## config.mk

```make
export PLATFORM = sky130hd
export DESIGN_NAME = md_reg_ctl_flat
export DESIGN_NICKNAME = d
export VERILOG_FILES = /design/src/rtl/md_reg_if.sv /design/src/rtl/md_reg_ctl.sv /design/src/flat_wrapper.sv
export SDC_FILE = /design/constraint.sdc
export NUM_CORES = 1
export LEC_CHECK = 0
export BUFFER_PORTS_ARGS = -buffer_cell sky130_fd_sc_hd__buf_2
export CAP_MARGIN = 20
export CORE_MARGIN = 2
export CORE_UTILIZATION = 40
export DETAILED_ROUTE_END_ITERATION = 7
export GPL_ROUTABILITY_DRIVEN = 0
export MAX_ROUTING_LAYER = met4
export PLACE_DENSITY = 0.65
export SLEW_MARGIN = 10
export SYNTH_ARGS = -nofsm -noshare
export SYNTH_HDL_FRONTEND = slang
export SYNTH_SLANG_ARGS = --single-unit
```

## constraint.sdc

```tcl
create_clock -name clk -period 3.8 [get_ports clk]
set_clock_uncertainty 0.1 [all_clocks]
set_input_delay 0.57 -clock clk [delete_from_list [all_inputs] [get_ports clk]]
set_output_delay 0.57 -clock clk [all_outputs]
set_load 0.1 [all_outputs]
```

## src/rtl/md_reg_if.sv

```systemverilog
// md_reg_if: bundles the md_reg_ctl bus-side signals.
//   master modport : processor/memory side, drives strobes, read data, spy
//                    writes and error clear; observes MD and status.
//   slave modport  : md_reg_ctl side.
// Signals
//   state_alu/write/mmu/fetch : processor cycle-state strobes
//   memrq, mem_ack            : read issued / read data valid pulses
//   mds, mds_par              : MD source bus and its even-parity bit
//   destmdr, srcmd            : instruction writes / sources MD
//   spy_in, spy_sel, ldmd_spy : chunked debug load of MD
//   clr_err                   : clear sticky error flags
//   md, mddrive, mdgetspar, md_wait, md_busy, md_timeout, md_parerr : outputs
interface md_reg_if #(
  parameter int DATA_W = 32,
  parameter int SPY_W  = 16,
  parameter int SEL_W  = 1
);
  logic              state_alu;
  logic              state_write;
  logic              state_mmu;
  logic              state_fetch;
  logic              memrq;
  logic              mem_ack;
  logic [DATA_W-1:0] mds;
  logic              mds_par;
  logic              destmdr;
  logic              srcmd;
  logic [SPY_W-1:0]  spy_in;
  logic [SEL_W-1:0]  spy_sel;
  logic              ldmd_spy;
  logic              clr_err;
  logic [DATA_W-1:0] md;
  logic              mddrive;
  logic              mdgetspar;
  logic              md_wait;
  logic              md_busy;
  logic              md_timeout;
  logic              md_parerr;

  modport master (
    output state_alu, state_write, state_mmu, state_fetch, memrq, mem_ack,
           mds, mds_par, destmdr, srcmd, spy_in, spy_sel, ldmd_spy, clr_err,
    input  md, mddrive, mdgetspar, md_wait, md_busy, md_timeout, md_parerr
  );

  modport slave (
    input  state_alu, state_write, state_mmu, state_fetch, memrq, mem_ack,
           mds, mds_par, destmdr, srcmd, spy_in, spy_sel, ldmd_spy, clr_err,
    output md, mddrive, mdgetspar, md_wait, md_busy, md_timeout, md_parerr
  );
endinterface

```

## src/rtl/md_reg_ctl.sv

```systemverilog
// md_reg_ctl: memory data register (MD) with its own read-completion
// controller. MD is loaded from memory read data, from ALU results (both via
// mds) or chunk-wise from the spy bus. While a read is outstanding the
// processor is stalled if it touches MD; a read that is never acknowledged
// within TIMEOUT cycles fills MD with all ones and raises a sticky flag.
//
// Ports
//   clk   : clock, rising edge
//   reset : synchronous, active-high reset
//   bus   : md_reg_if.slave, all data/handshake/status signals
//
// Build option
//   MD_PARITY_EN : when defined, even parity on captured read data is checked
//                  and md_parerr becomes a live sticky flag; otherwise
//                  md_parerr is tied low and mds_par is ignored.
module md_reg_ctl #(
  parameter int DATA_W  = 32,
  parameter int SPY_W   = 16,
  parameter int SEL_W   = 1,
  parameter int TIMEOUT = 255
) (
  input  logic     clk,
  input  logic     reset,
  md_reg_if.slave  bus
);

  localparam int NCHUNK = DATA_W / SPY_W;
  localparam int CNT_W  = 16;

  typedef enum logic {IDLE, PEND} state_e;

  state_e              state_q;
  logic [CNT_W-1:0]    cnt_q;
  logic [DATA_W-1:0]   md_q, md_d;
  logic                tmo_q, tmo_d;
  logic                pend;
  logic                cap;
  logic                lost;
  logic                alu_ld;

  assign pend   = (state_q == PEND);
  assign cap    = pend & bus.mem_ack;
  // Lost read: the final allowed PEND cycle passes without an acknowledge.
  assign lost   = pend & ~bus.mem_ack & (cnt_q == CNT_W'(TIMEOUT - 1));
  assign alu_ld = bus.state_alu & bus.destmdr & ~pend;

  // MD next value: read capture / timeout fill, then ALU load, then spy chunk.
  always_comb begin
    md_d = md_q;
    if (cap) begin
      md_d = bus.mds;
    end else if (lost) begin
      md_d = '1;
    end else if (alu_ld) begin
      md_d = bus.mds;
    end else if (bus.ldmd_spy) begin
      // An index with no matching chunk simply loads nothing.
      for (int k = 0; k < NCHUNK; k++) begin
        if (bus.spy_sel == SEL_W'(k)) md_d[k*SPY_W +: SPY_W] = bus.spy_in;
      end
    end
  end

  // A flag-setting event wins over a simultaneous clear.
  always_comb begin
    tmo_d = tmo_q;
    if (lost)             tmo_d = 1'b1;
    else if (bus.clr_err) tmo_d = 1'b0;
  end

  always_ff @(posedge clk) begin
    if (reset) begin
      state_q <= IDLE;
      cnt_q   <= '0;
      md_q    <= '0;
      tmo_q   <= 1'b0;
    end else begin
      md_q  <= md_d;
      tmo_q <= tmo_d;
      case (state_q)
        IDLE: begin
          if (bus.memrq) begin
            state_q <= PEND;
            cnt_q   <= '0;
          end
        end
        PEND: begin
          cnt_q <= cnt_q + 1'b1;
          if (bus.mem_ack) begin
            // Back-to-back read: a new request alongside the ack restarts.
            if (bus.memrq) cnt_q   <= '0;
            else           state_q <= IDLE;
          end else if (lost) begin
            state_q <= IDLE;
          end
        end
        default: state_q <= IDLE;
      endcase
    end
  end

`ifdef MD_PARITY_EN
  logic perr_q, perr_d;
  logic mdhaspar_q;

  always_comb begin
    perr_d = perr_q;
    if (cap && (bus.mds_par != ^bus.mds)) perr_d = 1'b1;
    else if (bus.clr_err)                 perr_d = 1'b0;
  end

  // Tracks whether MD currently holds data that came with source parity.
  always_ff @(posedge clk) begin
    if (reset) begin
      perr_q     <= 1'b0;
      mdhaspar_q <= 1'b0;
    end else begin
      perr_q <= perr_d;
      if (cap || alu_ld)                 mdhaspar_q <= ~bus.destmdr;
      else if (lost || bus.ldmd_spy)     mdhaspar_q <= 1'b0;
    end
  end

  assign bus.md_parerr = perr_q;
`else
  assign bus.md_parerr = 1'b0;
`endif

  assign bus.md         = md_q;
  assign bus.md_busy    = pend;
  assign bus.md_timeout = tmo_q;
  assign bus.md_wait    = pend & (bus.srcmd | bus.destmdr);
  assign bus.mddrive    = bus.srcmd & (bus.state_alu | bus.state_write |
                                       bus.state_mmu | bus.state_fetch);
  assign bus.mdgetspar  = ~bus.destmdr;

endmodule

```

## src/flat_wrapper.sv

```systemverilog
// flat-port wrapper written by rule: the top's interface ports become plain ports
module md_reg_ctl_flat 
#(
  parameter int DATA_W  = 32,
  parameter int SPY_W   = 16,
  parameter int SEL_W   = 1,
  parameter int TIMEOUT = 255
)
  (clk, reset, bus_state_alu, bus_state_write, bus_state_mmu, bus_state_fetch, bus_memrq, bus_mem_ack, bus_mds, bus_mds_par, bus_destmdr, bus_srcmd, bus_spy_in, bus_spy_sel, bus_ldmd_spy, bus_clr_err, bus_md, bus_mddrive, bus_mdgetspar, bus_md_wait, bus_md_busy, bus_md_timeout, bus_md_parerr);
  md_reg_if #(.DATA_W(DATA_W), .SPY_W(SPY_W), .SEL_W(SEL_W)) bus_i ();
  input  logic clk;
  input  logic reset;
  input wire logic [$bits(bus_i.state_alu)-1:0] bus_state_alu;
  input wire logic [$bits(bus_i.state_write)-1:0] bus_state_write;
  input wire logic [$bits(bus_i.state_mmu)-1:0] bus_state_mmu;
  input wire logic [$bits(bus_i.state_fetch)-1:0] bus_state_fetch;
  input wire logic [$bits(bus_i.memrq)-1:0] bus_memrq;
  input wire logic [$bits(bus_i.mem_ack)-1:0] bus_mem_ack;
  input wire logic [$bits(bus_i.mds)-1:0] bus_mds;
  input wire logic [$bits(bus_i.mds_par)-1:0] bus_mds_par;
  input wire logic [$bits(bus_i.destmdr)-1:0] bus_destmdr;
  input wire logic [$bits(bus_i.srcmd)-1:0] bus_srcmd;
  input wire logic [$bits(bus_i.spy_in)-1:0] bus_spy_in;
  input wire logic [$bits(bus_i.spy_sel)-1:0] bus_spy_sel;
  input wire logic [$bits(bus_i.ldmd_spy)-1:0] bus_ldmd_spy;
  input wire logic [$bits(bus_i.clr_err)-1:0] bus_clr_err;
  output wire logic [$bits(bus_i.md)-1:0] bus_md;
  output wire logic [$bits(bus_i.mddrive)-1:0] bus_mddrive;
  output wire logic [$bits(bus_i.mdgetspar)-1:0] bus_mdgetspar;
  output wire logic [$bits(bus_i.md_wait)-1:0] bus_md_wait;
  output wire logic [$bits(bus_i.md_busy)-1:0] bus_md_busy;
  output wire logic [$bits(bus_i.md_timeout)-1:0] bus_md_timeout;
  output wire logic [$bits(bus_i.md_parerr)-1:0] bus_md_parerr;
  assign bus_i.state_alu = bus_state_alu;
  assign bus_i.state_write = bus_state_write;
  assign bus_i.state_mmu = bus_state_mmu;
  assign bus_i.state_fetch = bus_state_fetch;
  assign bus_i.memrq = bus_memrq;
  assign bus_i.mem_ack = bus_mem_ack;
  assign bus_i.mds = bus_mds;
  assign bus_i.mds_par = bus_mds_par;
  assign bus_i.destmdr = bus_destmdr;
  assign bus_i.srcmd = bus_srcmd;
  assign bus_i.spy_in = bus_spy_in;
  assign bus_i.spy_sel = bus_spy_sel;
  assign bus_i.ldmd_spy = bus_ldmd_spy;
  assign bus_i.clr_err = bus_clr_err;
  assign bus_md = bus_i.md;
  assign bus_mddrive = bus_i.mddrive;
  assign bus_mdgetspar = bus_i.mdgetspar;
  assign bus_md_wait = bus_i.md_wait;
  assign bus_md_busy = bus_i.md_busy;
  assign bus_md_timeout = bus_i.md_timeout;
  assign bus_md_parerr = bus_i.md_parerr;
  md_reg_ctl #(.DATA_W(DATA_W), .SPY_W(SPY_W), .SEL_W(SEL_W), .TIMEOUT(TIMEOUT)) u_core (.clk(clk), .reset(reset), .bus(bus_i));
endmodule
```

==> impl_metrics.prom <==
# TYPE chip_impl_metric gauge
chip_impl_metric{name="fin_crit_sh",unit=""} 0.572
chip_impl_metric{name="cellLeakagePower",unit="uW"} 0.00151
chip_impl_metric{name="synth.yosys.seq_area_share",unit=""} 0.396
chip_impl_metric{name="total_power",unit="uW"} 1390
chip_impl_metric{name="htree_num_levels",unit=""} 2
chip_impl_metric{name="path_clk_slew",unit="ns"} 0.09
chip_impl_metric{name="whs_path_depth",unit=""} 2
chip_impl_metric{name="cts_made_buffers",unit=""} 5
chip_impl_metric{name="synth_adder_area_share",unit=""} 0.00989
chip_impl_metric{name="worst_pin_slew",unit="ns"} 0.883
chip_impl_metric{name="post_synth_and_or_nand_nor_area_fraction",unit=""} 0.144
chip_impl_info{name="synth-main-ff-cell",value="sky130_fd_sc_hd__dfxtp_1"} 1
chip_impl_metric{name="antenna_violations_before_repair",unit=""} 0
chip_impl_metric{name="die-area",unit="um2"} 6980
chip_impl_metric{name="port_buffers",unit=""} 97
chip_impl_metric{name="crit_arrival",unit="ns"} 1.50
chip_impl_info{name="crit_path_cell_trace",value="o21a_1, buf_2"} 1
chip_impl_info{name="timing.setup.critical_path_class",value="reg2out"} 1
chip_impl_info{name="timing.critical_path.max_delay_family",value="flip-flops"} 1
chip_impl_metric{name="slew-limit-headroom",unit=""} 0.412
chip_impl_metric{name="clk-insertion-delay-late",unit="ns"} 0.30
chip_impl_metric{name="synth_cells",unit=""} 259
chip_impl_metric{name="row_count",unit=""} 28
chip_impl_info{name="layout_commonest_cell",value="sky130_fd_sc_hd__buf_2"} 1
chip_impl_metric{name="synth_largest_type_area_fraction",unit=""} 0.396
chip_impl_metric{name="first_iter_violations",unit=""} 125
chip_impl_metric{name="synth_seq_cells",unit=""} 50
chip_impl_metric{name="postCtsSetupRepairBufs",unit=""} 0
chip_impl_metric{name="post_synth_xor_area_fraction",unit=""} 0.0242
chip_impl_metric{name="postCtsResizedCells",unit=""} 0
chip_impl_metric{name="cts.hold.buffers_added",unit=""} 0
chip_impl_metric{name="hpwl",unit="um"} 4290
chip_impl_info{name="outcome",value="complete, no violations"} 1
chip_impl_info{name="top_usage_layer",value="met2"} 1
chip_impl_metric{name="finalCriticalPeriod",unit="ns"} 2.17
chip_impl_info{name="synth.area.top_cells",value="sky130_fd_sc_hd__dfxtp_1, sky130_fd_sc_hd__mux2i_1, sky130_fd_sc_hd__mux2_2, sky130_fd_sc_hd__a311oi_2, sky130_fd_sc_hd__a21oi_1"} 1
chip_impl_metric{name="die_w",unit="um"} 83.5
chip_impl_metric{name="drcViolationCount",unit=""} 0
chip_impl_info{name="netlist.top_cell.by_area",value="sky130_fd_sc_hd__dfxtp_1"} 1
chip_impl_metric{name="num_vias",unit=""} 2262
chip_impl_metric{name="ios",unit=""} 100
chip_impl_metric{name="nNetsFinal",unit=""} 409
chip_impl_metric{name="cellPowerDensity",unit="nW/um2"} 439
chip_impl_metric{name="timing_hold_violations_final",unit=""} 0
chip_impl_info{name="r2r_path_end",value="u_core.bus.md[22]"} 1
chip_impl_metric{name="drv_cap",unit=""} 0
chip_impl_info{name="timing.rr.start",value="u_core.bus.md_busy"} 1
chip_impl_metric{name="synth_edf_count",unit=""} 0
chip_impl_info{name="hold_path_end",value="u_core.bus.md_timeout"} 1
chip_impl_metric{name="timing.fmax",unit="MHz"} 460
chip_impl_metric{name="route.final.wire_length",unit="um"} 6160
chip_impl_metric{name="critPathBufInv",unit=""} 1
chip_impl_metric{name="area_growth_syn_to_layout",unit="%"} 25.0
chip_impl_info{name="setup_repair_after_global_routing_missed_its_margin",value="no"} 1
chip_impl_metric{name="post_synth.cell_area_avg",unit="um2"} 9.77
chip_impl_metric{name="cp.required",unit="ns"} 3.13
chip_impl_info{name="final_cell_mix",value="sky130_fd_sc_hd__buf_2, sky130_fd_sc_hd__dfxtp_1, sky130_fd_sc_hd__mux2i_1"} 1
chip_impl_info{name="synth_top_family_by_area",value="multiplexers"} 1
chip_impl_metric{name="mappedNetlistArea",unit="um2"} 2530
chip_impl_metric{name="cts_max_path_buffers",unit=""} 2
chip_impl_metric{name="grtUsageMet3",unit=""} 0.0465
chip_impl_metric{name="drt_first_pass_iters",unit=""} 5
chip_impl_metric{name="wl_per_cell",unit="um"} 14.7
chip_impl_metric{name="share_of_the_synthesized_area_in_compound_gates_ao_oa_aoi_oai",unit=""} 0.167
chip_impl_metric{name="reg2regPathDepth",unit=""} 5
chip_impl_metric{name="vdd_drop_max",unit="V"} 0.000267
chip_impl_metric{name="vias_per_cell",unit=""} 5.39
chip_impl_metric{name="setup_tns",unit="ns"} 0
chip_impl_metric{name="async_set_or_reset_register_ratio_after_synthesis",unit=""} 0
chip_impl_metric{name="antenna-diode-count",unit=""} 0
chip_impl_metric{name="synthesis.nets",unit=""} 323
chip_impl_metric{name="grt_start_max_net_pins",unit=""} 46
chip_impl_info{name="cpMaxStageDelayCell",value="sky130_fd_sc_hd__dfxtp_1"} 1
chip_impl_metric{name="fp.dieH",unit="um"} 83.5
chip_impl_info{name="endpoint_kind",value="primary output"} 1
chip_impl_metric{name="timing.reg2reg.setup_slack",unit="ns"} 1.73
chip_impl_metric{name="slew_violations",unit=""} 0
chip_impl_info{name="min-delay-path-class",value="reg2reg"} 1
chip_impl_info{name="startpoint_class_of_the_critical_path",value="register"} 1
chip_impl_metric{name="grt_usage",unit=""} 0.181
chip_impl_metric{name="overflow",unit=""} 0
chip_impl_metric{name="core",unit="um2"} 6030
chip_impl_info{name="cts_tree",value="done"} 1
chip_impl_metric{name="portion_of_netlist_area_occupied_by_mux_cells",unit=""} 0.215
chip_impl_metric{name="grtUsageMet2",unit=""} 0.284
chip_impl_metric{name="grt_first_pass_wirelength",unit="um"} 10200
chip_impl_metric{name="synth.lib_cells_used.distinct",unit=""} 43
chip_impl_metric{name="crit_fanout",unit=""} 11
chip_impl_metric{name="drt.antenna.violating_nets",unit=""} 0
chip_impl_metric{name="clkSinkCount",unit=""} 50
chip_impl_metric{name="setup_viol",unit=""} 0
chip_impl_metric{name="grt_pass1_vias",unit=""} 2191
chip_impl_metric{name="ys_warn_count",unit=""} 0
chip_impl_metric{name="layout-drive-gt1-share",unit=""} 0.412
chip_impl_info{name="cts_root_buf",value="sky130_fd_sc_hd__clkbuf_8"} 1
chip_impl_info{name="min_from",value="u_core.bus.md_timeout"} 1
chip_impl_metric{name="grt.met1_usage",unit=""} 0.225
chip_impl_metric{name="critical-path-max-stage-delay",unit="ns"} 0.57
chip_impl_metric{name="floorplan.initialDensity",unit=""} 0.420
==> where the power goes <==
part | switching, uW | internal [uW]
clock network | 169 | 211
logic | 329 | 109
registers | 17.0 | 555
total | 515 | 875
==> synth_stat cells, types with 2 or more instances <==
library cell and n:
sky130_fd_sc_hd__mux2_2 19, sky130_fd_sc_hd__and2_1 2, sky130_fd_sc_hd__a311oi_2 9, sky130_fd_sc_hd__o21a_1 2, sky130_fd_sc_hd__a21o_1 2, sky130_fd_sc_hd__dfxtp_1 50, sky130_fd_sc_hd__or4_1 3, sky130_fd_sc_hd__o211ai_1 3
sky130_fd_sc_hd__ha_1 2, sky130_fd_sc_hd__clkbuf_1 10, sky130_fd_sc_hd__mux2i_1 33, sky130_fd_sc_hd__nor2_1 27, sky130_fd_sc_hd__a21oi_1 25, sky130_fd_sc_hd__nand2_1 9, sky130_fd_sc_hd__a311oi_1 4, sky130_fd_sc_hd__and3_1 3
sky130_fd_sc_hd__nand3_1 6, sky130_fd_sc_hd__buf_2 5, sky130_fd_sc_hd__nand2b_1 2, sky130_fd_sc_hd__buf_1 4, sky130_fd_sc_hd__xor2_1 6, sky130_fd_sc_hd__nand4_1 5, sky130_fd_sc_hd__a31oi_1 4, sky130_fd_sc_hd__and4_1 3
sky130_fd_sc_hd__inv_1 3
==> per-stage QoR <==
stage	hold slack [ns]	cell area, um2	util	worst slack (ns)	instances
finish	0.376	3160	0.525	1.63	420
global route	0.416	3160	0.525	1.55	420
CTS	0.381	3160	0.525	1.62	420
detailed placement	0.369	3050	0.506	1.47	413
global placement	0.359	3050	0.506	1.46	413
floorplan	0.336	2530	-	1.14	259
==> worst max path at each step <==
stage	startpoint	end	slack [ns]	depth (start not counted)
after global placement	bus_spy_sel	u_core.bus.md[9]	1.46	6
after detailed placement	bus_ldmd_spy	u_core.bus.md[12]	1.47	6
after floorplan	u_core.bus.md_busy	bus_md_wait	1.14	2
after global routing	u_core.bus.md_busy	bus_md_wait	1.55	2
after CTS	u_core.bus.md_busy	bus_md_wait	1.62	2
final	u_core.bus.md_busy	bus_md_wait	1.63	2
==> layout make-up <==
cell class / instances / area (um2)
Timing Repair Buffer: 100 / 508
Fill cell: 583 / 2860
Inverter: 3 / 11.3
Multi-Input combinational cell: 185 / 1440
Sequential cell: 50 / 1000
Tap cell: 75 / 93.8
Clock inverter: 1 / 30.0
Clock buffer: 6 / 82.6
==> state kept, by name, indices dropped and copies added, names as in the netlist <==
| name | count |
|---|---|
| u_core.bus.md_timeout | 1 |
| u_core.cnt_q | 16 |
| u_core.bus.md_busy | 1 |
| u_core.bus.md | 32 |
==> worst register-to-register path: stages (launching register included) <==
cell and delay [ns]:
sky130_fd_sc_hd__dfxtp_1 0.57, sky130_fd_sc_hd__and3b_1 0.26, sky130_fd_sc_hd__a21oi_4 0.10, sky130_fd_sc_hd__buf_4 0.52
sky130_fd_sc_hd__mux2i_1 0.30, sky130_fd_sc_hd__a21oi_1 0.08
==> cells by family after synthesis <==
kind of cell / Yosys count
AOI/OAI and AO/OA: 54
and+or+nand+nor: 69
xor gates and xnor gates: 7
DFF: 50
buffers and inverters: 24
adders and majority gates: 2
other: 1
muxes: 52
==> routing by layer <==
layer  routed length, um  share of wire  up-vias
met5                   0              0        -
met4                 137          0.022        0
met3                 365          0.059       10
met2                2910           0.47       70
met1                2740           0.45     1063
li1                    -              -     1119
Note: power is estimated with default switching activity, not from simulation.
